## config.mk

```make
export PLATFORM = sky130hd
export DESIGN_NAME = calc1_req_driver
export DESIGN_NICKNAME = d
export VERILOG_FILES = /design/src/rtl/calc1_pkg.sv /design/src/rtl/calc1_req_driver.sv
export SDC_FILE = /design/constraint.sdc
export NUM_CORES = 1
export LEC_CHECK = 0
export BUFFER_PORTS_ARGS = -buffer_cell sky130_fd_sc_hd__buf_4
export CAP_MARGIN = 15
export CORE_MARGIN = 1
export CORE_UTILIZATION = 40
export DETAILED_ROUTE_END_ITERATION = 10
export GPL_TIMING_DRIVEN = 0
export PLACE_DENSITY_LB_ADDON = 0.05
export SLEW_MARGIN = 25
export SYNTH_ARGS = -nofsm -noshare
export SYNTH_HDL_FRONTEND = slang
export SYNTH_SLANG_ARGS = --single-unit
```

## constraint.sdc

```tcl
create_clock -name c_clk -period 1.9 [get_ports c_clk]
set_clock_uncertainty 0.15 [all_clocks]
set_input_delay 0.475 -clock c_clk [delete_from_list [all_inputs] [get_ports c_clk]]
set_output_delay 0.475 -clock c_clk [all_outputs]
set_load 0.03 [all_outputs]
```

## src/rtl/calc1_pkg.sv

```systemverilog
// calc1 shared definitions: command codes, response codes, driver state encoding.
// Latency: n/a (types and constants only).
// Backpressure: n/a.
package calc1_pkg;

    localparam logic [3:0] CMD_NOP = 4'd0;
    localparam logic [3:0] CMD_ADD = 4'd1;
    localparam logic [3:0] CMD_SUB = 4'd2;
    localparam logic [3:0] CMD_SHL = 4'd5;
    localparam logic [3:0] CMD_SHR = 4'd6;

    localparam logic [1:0] RESP_NONE  = 2'd0;
    localparam logic [1:0] RESP_OK    = 2'd1;
    localparam logic [1:0] RESP_OVFL  = 2'd2;
    localparam logic [1:0] RESP_INVAL = 2'd3;

    typedef enum logic [1:0] {
        IDLE  = 2'd0,
        SEND2 = 2'd1,
        WAIT  = 2'd2,
        HOLD  = 2'd3
    } state_t;

endpackage

```

## src/rtl/calc1_req_driver.sv

```systemverilog
// Requester agent for one calc1 port: takes cmd+2 operands, issues them over two
// request cycles, captures the single response (or a timeout) and holds it upstream.
// Latency: accept at edge N -> cmd/data1 on pins N+1, data2 N+2; result 1 cycle after response.
// Backpressure: op_rdy only in IDLE (one outstanding op); result held until res_rdy.
//
// Ports: c_clk/reset (async, active-low); op_* upstream operation handshake;
// req_cmd_out/req_data_out to calc1 request pins; resp_in/resp_data_in from calc1;
// res_* captured result handshake; spurious_err sticky unexpected-response flag.
module calc1_req_driver
    import calc1_pkg::*;
#(
    parameter int TIMEOUT_CYCLES = 64,
    parameter int CNT_W          = 10
) (
    input  logic        c_clk,
    input  logic        reset,
    input  logic        op_vld,
    output logic        op_rdy,
    input  logic [0:3]  op_cmd,
    input  logic [0:31] op_data1,
    input  logic [0:31] op_data2,
    output logic [0:3]  req_cmd_out,
    output logic [0:31] req_data_out,
    input  logic [0:1]  resp_in,
    input  logic [0:31] resp_data_in,
    output logic        res_vld,
    input  logic        res_rdy,
    output logic [0:1]  res_resp,
    output logic [0:31] res_data,
    output logic        res_timeout,
    output logic        spurious_err
);

    localparam logic [CNT_W-1:0] CNT_LAST = CNT_W'(TIMEOUT_CYCLES - 1);

    state_t             state_q, state_d;
    logic [CNT_W-1:0]   cnt_q, cnt_d;
    logic [31:0]        op2_q, op2_d;
    logic [3:0]         req_cmd_q, req_cmd_d;
    logic [31:0]        req_data_q, req_data_d;
    logic               res_vld_q, res_vld_d;
    logic [1:0]         res_resp_q, res_resp_d;
    logic [31:0]        res_data_q, res_data_d;
    logic               res_timeout_q, res_timeout_d;
    logic               spur_q, spur_d;
    logic               resp_seen;

    assign resp_seen = (resp_in != RESP_NONE);

    always_comb begin
        state_d       = state_q;
        cnt_d         = cnt_q;
        op2_d         = op2_q;
        // Request pins idle at zero unless this cycle drives a beat.
        req_cmd_d     = CMD_NOP;
        req_data_d    = '0;
        res_vld_d     = res_vld_q;
        res_resp_d    = res_resp_q;
        res_data_d    = res_data_q;
        res_timeout_d = res_timeout_q;
        // Any response outside WAIT is unexpected (including one arriving after a
        // timeout); it is only flagged, never captured.
        spur_d        = spur_q | (resp_seen & (state_q != WAIT));

        case (state_q)
            IDLE: begin
                if (op_vld) begin
                    req_cmd_d  = op_cmd;
                    req_data_d = op_data1;
                    op2_d      = op_data2;
                    state_d    = SEND2;
                end
            end
            SEND2: begin
                req_data_d = op2_q;
                cnt_d      = '0;
                state_d    = WAIT;
            end
            WAIT: begin
                // A response on the limit cycle takes priority over the timeout.
                if (resp_seen) begin
                    res_resp_d    = resp_in;
                    res_data_d    = resp_data_in;
                    res_timeout_d = 1'b0;
                    res_vld_d     = 1'b1;
                    state_d       = HOLD;
                end else if (cnt_q == CNT_LAST) begin
                    res_resp_d    = RESP_NONE;
                    res_data_d    = '0;
                    res_timeout_d = 1'b1;
                    res_vld_d     = 1'b1;
                    state_d       = HOLD;
                end else begin
                    cnt_d = cnt_q + 1'b1;
                end
            end
            HOLD: begin
                if (res_rdy) begin
                    res_vld_d = 1'b0;
                    state_d   = IDLE;
                end
            end
            default: state_d = IDLE;
        endcase
    end

    always_ff @(posedge c_clk or negedge reset) begin
        if (!reset) begin
            state_q       <= IDLE;
            cnt_q         <= '0;
            op2_q         <= '0;
            req_cmd_q     <= CMD_NOP;
            req_data_q    <= '0;
            res_vld_q     <= 1'b0;
            res_resp_q    <= RESP_NONE;
            res_data_q    <= '0;
            res_timeout_q <= 1'b0;
            spur_q        <= 1'b0;
        end else begin
            state_q       <= state_d;
            cnt_q         <= cnt_d;
            op2_q         <= op2_d;
            req_cmd_q     <= req_cmd_d;
            req_data_q    <= req_data_d;
            res_vld_q     <= res_vld_d;
            res_resp_q    <= res_resp_d;
            res_data_q    <= res_data_d;
            res_timeout_q <= res_timeout_d;
            spur_q        <= spur_d;
        end
    end

    assign op_rdy       = (state_q == IDLE);
    assign req_cmd_out  = req_cmd_q;
    assign req_data_out = req_data_q;
    assign res_vld      = res_vld_q;
    assign res_resp     = res_resp_q;
    assign res_data     = res_data_q;
    assign res_timeout  = res_timeout_q;
    assign spurious_err = spur_q;

endmodule

```

After elaboration in Yosys (flattened, before gate mapping) --
Cells that the tools add are included.
Word-level totals: bits in read-only memories 0, memories 0, bits in registers 117, logic and storage cells 54, bits in latches 0, bits in writable memories 0
Operators by class: reductions and logical operators 10, $mul 0, bitwise logic cells 2, multiplexer cells 21, magnitude comparators 0, equality and inequality tests 10, shifts and indexed selects 0, div/mod/pow operators 0, add/subtract/negate cells 1
Operators with widths (count):
- two-way mux 32 bit | 3
- one-hot mux 32 bit (2 select lines) | 1
- two-way mux 10 bit | 2
- one-hot mux 10 bit (2 select lines) | 1
- two-way mux 2 bit | 6
- adder 10 x 1 -> 10 bit, second input constant | 1
- equality test 10 x 6 -> 1 bit, second input constant | 1
- inequality test 2 bit, second input constant | 5
- AND reduction 3 bit | 3
- two-way mux 4 bit | 2
- one-hot mux 2 bit (4 select lines) | 1
- nonzero test 2 bit | 4
- equality test 2 bit, second input constant | 2
- two-way mux 1 bit | 4
- AND reduction 2 bit | 2
- inequality test 3 bit, second input constant | 1
- equality test 2 x 1 -> 1 bit, second input constant | 1
- zero test 2 bit | 1
- one-hot mux 1 bit (2 select lines) | 1
- bitwise AND 1 bit | 1
- OR 1 bit | 1

Logic depth before layout (Yosys ltp) --
Gate-level depths: netlist of run 1.
word-level depth 4, depth in mapped cells 7, gate-level depth less buffers 6

Least setup slack after synthesis of run 1 --
Ideal clock, no wire load.
path kind register to register, start register state_q[0], end register op2_q[10], arrival 1.927 ns, cell stages (with the launch flop) 7, path slack -0.302 ns, data required time 1.625 ns, buffers on the path 2, library setup time 0.125 ns, cells stage by stage dfrtp_1 > inv_1 > ha_1 > and2_1 > clkbuf_1 > buf_2 > mux2_2
On the way: longest elaborated chain between the ends 2
Ends and longest elaborated chain:
- start, declared | line calc1_req_driver.sv:36 | state_t state_q, state_d;
- start signal, assigned | line calc1_req_driver.sv:120 | state_q <= state_d;
- zero test 2 bit
- net op_rdy | line calc1_req_driver.sv:18 | output logic op_rdy,
- AND reduction 2 bit (no line)
- end signal, assigned | line calc1_req_driver.sv:122 | op2_q <= op2_d;
- end, declared | line calc1_req_driver.sv:38 | logic [31:0] op2_q, op2_d;
The timed path passes the listed nets, and every way through them passes these cells. A chain may end at the register's enable or synchronous reset.

Worst setup path after layout of run 1 --
start register state_q[0], end output port op_rdy
On the way: longest elaborated chain between the ends 1
Ends and longest elaborated chain:
- zero test 2 bit | line calc1_req_driver.sv:133 | assign op_rdy = (state_q == IDLE);
- end, declared | line calc1_req_driver.sv:18
Every way passes these cells.

==> metrics.txt, run 1 <==
Net Sw Power roughly 4.5 mW; Die Height 108 um; Post-synth EDFFs 0; Period Utilization, post-route 102%; fin. max-slew vios 0; Fin. Hold Viols 0; Area Overhead vs Synth 53.2%; max_cap viols 0; pwr dens approximately 1900 mW/mm^2; vias per inst ~5.0; Leak 3.42 nW; M1 WL approximately 4400 um; H-Tree Depth 4; Synth Flop Type dfrtp_1; ANT cells 0; initial antenna violation count 0; Slew HR between 60% and 70%; Routability Congestion between 0.7 and 0.8; final net count 627; WP buf/inv 2; sw frac between 30% and 40%; Startpoint Class flop; VDD IR max 0.000993 V; Setup crit end kind output pin; die area 0.0116 sq mm; Final Cell Area roughly 0.007 sq mm; io pins 180; final setup margin -32.5 ps; # DRC 0; Async S/R FF share, synth between 90% and 100%; core footprint 0.0108 sq mm; non-filler cells, final 669; drt initial violations 87; CP max stage delay between 300 and 400 ps; RSZ-0062 raised after global routing true; Setup TNS -337 ps; top-count cell post-synth dfrtp_1; clk buf depth 2; Netlist cell types 34; Mean Syn Cell Area about 15 sq um; Critical Path AT roughly 1300 ps; WL met3 894 um; Detailed Place HPWL just under 8000 um; largest net degree at the start of global routing 69; worst setup path class reg2out; top cells by count, synth dfrtp_1 (117), a22o_1 (66), mux2_2 (33), clkbuf_1 (11); Place WS -253 ps; Synth Register Bits 117; Clk pwr share between 20% and 30%; sequential-to-total area share from yosys stat roughly two thirds; Worst Path Required 1270 ps; vias in the first global route ~3500; Placed Area approximately 0.006 sq mm; Routed WL around 11000 um; Yosys top cell by area dfrtp_1; routed vias between 3000 and 4000; fmax ~520 MHz; clk sink count 117; CTS tree done; met2 wire len 5560 um; Port Buffers 179; crit-path leading delay family flip-flops; GRT Total Usage between 20% and 30%; combinational power share between 40 and 50%; Synth Instances between 300 and 400; ANT nets after route 0; Inst Count DP between 600 and 700; Initial Util 41.2%; CTS clk-pin slew, worst paths approximately 60 ps; FP Rows 38; Max Used Layer met4; status finished, violations left; # setup viols final 30; crit path cell chain inv_2 > ha_4 > buf_6; post-route minimum period between 1500 and 2000 ps; Routed WL per cell ~17 um; top cells by area, synth dfrtp_1 (66%), a22o_1 (13%), mux2_2 (8.3%); critical path's slowest cell dfrtp_1; Synth top area share about two thirds; crit path max fanout 5; Die W 108 um; global route overflow 0; Synth Net Count 418; first-pass GRT wire length ~17000 um; Hold Path Class in2reg; Worst-Margin Slew a little under 500 ps; drt first pass iters 4; Int Pwr between 8 and 9 mW; failing checks negative setup slack; sequential power share 31.9%; clk_lat worst skew 510 ps; CTS Buf Count 17; share of layout cells above drive strength 1 a little over half; fill count between 800 and 900; CTS Root Cell clkbuf_8; Post-Syn Area ~0.0045 sq mm; synthesis warning total 0
cells by family after synthesis:
family / after synthesis / synth area share (%)
muxes: 36 / 8.99
DFF: 117 / 65.5
AOI/OAI and AO/OA: 80 / 15.3
adders and majority gates: 5 / 1.40
and+or+nand+nor: 43 / 5.69
xor gates and xnor gates: 1 / 0.196
buffers and inverters: 25 / 2.86
stage by stage:
stage	hold slack [ps]	utilization, %	power, mW
2_1_floorplan	29.4	-	7.26
3_3_place_gp	318	55.3	9.06
3_5_place_dp	304	55.6	9.20
4_1_cts	7.03	63.1	12.9
5_1_grt	6.68	63.1	13.5
6_report	26.0	63.1	12.8
power groups by stage:
stage	sequential [mW]	clock, mW	combinational (mW)
after global placement	4.08	0	4.99
after detailed placement	4.13	0	5.07
after floorplan	5.46	0	1.81
after CTS	4.09	3.50	5.35
after global routing	4.21	3.61	5.65
final	4.09	3.43	5.29
path summary, 6_finish.rpt:
check | from | endpoint | slack (ps) | cells after the start
max | state_q[0]$_DFFE_PN0P_ | op_rdy | -30 | 3
min | op_data1[27] | req_data_out[27]$_DFF_PN0_ | 30 | 2
max reg2reg | cnt_q[6]$_DFFE_PN0P_ | res_data[24]$_DFFE_PN0P_ | -30 | 5
min reg2reg | cnt_q[9]$_DFFE_PN0P_ | cnt_q[9]$_DFFE_PN0P_ | 330 | 1
max in group asynchronous | reset | res_data[25]$_DFFE_PN0P_ | 590 | 3
min in group asynchronous | reset | state_q[0]$_DFFE_PN0P_ | 310 | 2
what timing repair did:
| item | 4_1_cts | 5_1_grt |
|---|---|---|
| pin swaps | 1 | 0 |
| gates resized for setup | 27 | 6 |
| cloned | 2 | 0 |
| endpoints found under the setup margin | 104 | 75 |
| hold endpoints to repair | 49 | 0 |
| hold buffers | 1 | 0 |
| setup buffers | 8 | 0 |
layout by cell type (no fill, tap or decap), types with 8 or more instances in the layout:
| master | instances |
|---|---|
| dfrtp_1 | 117 |
| clkbuf_16 | 16 |
| mux2_2 | 33 |
| a22o_1 | 66 |
| buf_4 | 185 |
| clkbuf_2 | 9 |
| buf_6 | 11 |
| nand2_1 | 9 |
| nand3_1 | 8 |
sequential cells by signal (all words and copies together), names as in the netlist:
register and count:
op2_q 32, req_data_out 32, res_data 32, cnt_q 10
req_cmd_out 4, res_resp 2, state_q 2, res_timeout 1
res_vld 1, spurious_err 1
final cells by class:
class / count / area (sq um) / share of cell area [%]
plain buffers: 17 / 131 / 1.92
inverters: 7 / 26.3 / 0.384
repair buffers: 191 / 1470 / 21.5
multi-input cells: 165 / 1470 / 21.4
well taps: 140 / 175 / 2.56
clock inverters: 13 / 204 / 2.98
flip-flops and latches: 117 / 2930 / 42.8
clock buffers: 19 / 442 / 6.45
worst register-to-register path, cell delays in order, from the launching register on:
cell and delay, ps:
dfrtp_1 380, or4_4 590, nor4_4 220, nor2_4 130, buf_6 160, a22o_1 190
per-layer routing:
layer | vias up | GRT usage [%]
li1 | 1559 | -
met1 | 1621 | 23.5
met2 | 120 | 34.0
met3 | 15 | 7.69
met4 | 0 | 7.63
met5 | - | 0
Note: power is estimated with default switching activity, not from simulation.
==> run 2: changes to the inputs <==
--- a/config.mk
+++ b/config.mk
@@ -8,9 +8,10 @@
 export BUFFER_PORTS_ARGS = -buffer_cell sky130_fd_sc_hd__buf_4
 export CAP_MARGIN = 15
 export CORE_MARGIN = 1
-export CORE_UTILIZATION = 40
+export CORE_UTILIZATION = 43
 export DETAILED_ROUTE_END_ITERATION = 10
 export GPL_TIMING_DRIVEN = 0
+export MAX_ROUTING_LAYER = met4
 export PLACE_DENSITY_LB_ADDON = 0.05
 export SLEW_MARGIN = 25
 export SYNTH_ARGS = -nofsm -noshare
==> metrics.txt, run 2 (synthesis results as in run 1) <==
Detailed Place HPWL 7620 um (-1.1%); Period Utilization, post-route 104% (+2.6 points); drt first pass iters 4 (unchanged); Routed WL 11200 um (+1.0%); RSZ-0062 raised after global routing true; WHS 34.8 ps (+8.79 ps); CTS tree done; grt peak-use layer met2; pwr dens 1810 mW/mm^2 (-3.1%); failing checks negative setup slack; ANT nets after route 0 (unchanged); Routed WL per cell 16.8 um (+1.4%); Place WS -244 ps (+9.48 ps); crit path cell chain or4_4 > nor4_4 > buf_4 > nor2_4 > buf_6 > a22o_1; global route overflow 0 (unchanged); Area Overhead vs Synth 53.1% (about the same); clk sink count 117 (unchanged); ANT cells 0 (unchanged); Reg-to-Reg End res_data[15]$_DFFE_PN0P_; H-Tree Depth 4 (unchanged); clk_lat worst skew 500 ps (about the same); CTS clk-pin slew, worst paths 60 ps (about the same); first-pass GRT wire length 17800 um (+1.8%); clk buf depth 2 (unchanged); CP max stage delay 580 ps (+190 ps); Leak 3.44 nW (+0.46%); worst setup path class reg2reg; footprint of the multi-input gates 0.00151 sq mm (+3.0%); Initial Util 45.1% (+3.9 points); Port Buffers 179 (unchanged); Cells on Worst Hold Path 2 (unchanged); routing usage on met1 26.2% (+2.7 points); FP Rows 36 (-5.3%); post-route minimum period 1980 ps (+49.1 ps); final net count 635 (+1.3%); Hold Path Class in2reg; initial antenna violation count 0 (unchanged); fin. max-slew vios 0 (unchanged); die area 0.0108 sq mm (-6.9%); Die Height 104 um (-3.5%); Worst-Margin Slew 512 ps (+25.9 ps); CP startpoint cnt_q[6]$_DFFE_PN0P_; hold endpoint req_data_out[15]$_DFF_PN0_; Routability Congestion 0.775 (+8.0%); VDD IR max 0.000924 V (-6.9%); most frequent cells in the layout buf_4 (190), dfrtp_1 (117), a22o_1 (66); critical path's slowest cell or4_4; Fin. Hold Viols 0 (unchanged); CTS Root Cell clkbuf_8; vias per inst 5.07 (+2.2%); fill count 749 (-14%); Hold Crit Start op_data1[15]; worst r2r src cnt_q[6]$_DFFE_PN0P_; Critical Path AT 2220 ps (+910 ps); routed vias 3379 (+1.9%); fmax 505 MHz (-2.5%); # DRC 0 (unchanged); commonest non-fill, non-tap cell in the layout buf_4; Worst Path Required 2140 ps (+870 ps); crit-path leading delay family simple AND/OR/NAND/NOR gates; final setup margin -81.6 ps (-49.1 ps); Slew HR 65.8% (-1.7 points); crit path max fanout 6 (+1); Layout Utilization 69.0% (+5.9 points); vias in the first global route 3571 (+2.4%); Die W 104 um (-3.5%); Setup TNS -2130 ps (-1790 ps); WP buf/inv 2 (unchanged); io pins 180 (unchanged); status finished, violations left; Setup crit end kind flop; core footprint 0.00991 sq mm (-8.6%); GRT Total Usage 22.0% (+1.7 points); met2 Use GR 34.7% (+0.74 points); final total power 12.4 mW (-3.2%); share of layout cells above drive strength 1 54.7% (+0.24 points); Storage cell area 0.00293 sq mm (unchanged); max_cap viols 0 (unchanged); largest net degree at the start of global routing 65 (-5.8%); drt initial violations 136 (+56%); Startpoint Class flop; # setup viols final 37 (+23%); FF-to-FF path depth 6 (+1); Reg2Reg Setup Slack -80 ps (-50 ps); CTS Buf Count 17 (unchanged); M3 GR Usage 6.27% (-1.4 points)
==> run 2: what timing repair did <==
item,4_1_cts,5_1_grt
hold endpoints to repair,53,0
resized for setup,20,31
gates cloned,1,4
hold buffers,1,0
pin swaps,2,7
setup buffers,5,8
setup endpoints to repair,101,77
==> run 2: worst register-to-register path: cells and delay by family, from the launching register on <==
kind | cells | cell delay, ps
DFF | 1 | 380
and+or+nand+nor | 3 | 810
buffers and inverters | 2 | 340
AOI/OAI and AO/OA | 1 | 180
==> run 2: per-stage QoR <==
stage / area, sq um / instances
after floorplan: 4470 / 307
after global placement: 5980 / 619
after detailed placement: 6010 / 620
after CTS: 6670 / 656
after global routing: 6840 / 667
final: 6840 / 667
==> run 2: routing by layer <==
layer | routed length [um] | share of wire (%) | vias to the layer above
li1 | - | - | 1574
met1 | 4630 | 41 | 1657
met2 | 5610 | 50 | 129
met3 | 711 | 6.4 | 19
met4 | 229 | 2.0 | 0
met5 | 0 | 0 | -
==> run 2: layout make-up <==
cell class                      instances  area share [%]
Sequential cell                       117            42.8
Timing Repair Buffer                  198            22.4
Multi-Input combinational cell        166            22.1
Clock buffer                           24            7.02
Tap cell                              133            2.43
Buffer                                 17            2.09
Clock inverter                          5           0.732
Inverter                                7           0.439
==> run 2: how the worst max path moves through the flow <==
| stage | to | cells past startpoint |
|---|---|---|
| floorplan | op2_q[10]$_DFFE_PN0P_ | 6 |
| global placement | op2_q[15]$_DFFE_PN0P_ | 6 |
| detailed placement | op2_q[13]$_DFFE_PN0P_ | 6 |
| CTS | res_data[15]$_DFFE_PN0P_ | 6 |
| global route | res_data[15]$_DFFE_PN0P_ | 7 |
| finish | res_data[15]$_DFFE_PN0P_ | 6 |
==> run 2: power by group <==
| part | switching [mW] | total (mW) | internal (mW) |
|---|---|---|---|
| Sequential | 0.515 | 4.10 | 3.59 |
| Clock | 1.00 | 2.84 | 1.84 |
| Combinational | 2.98 | 5.46 | 2.48 |
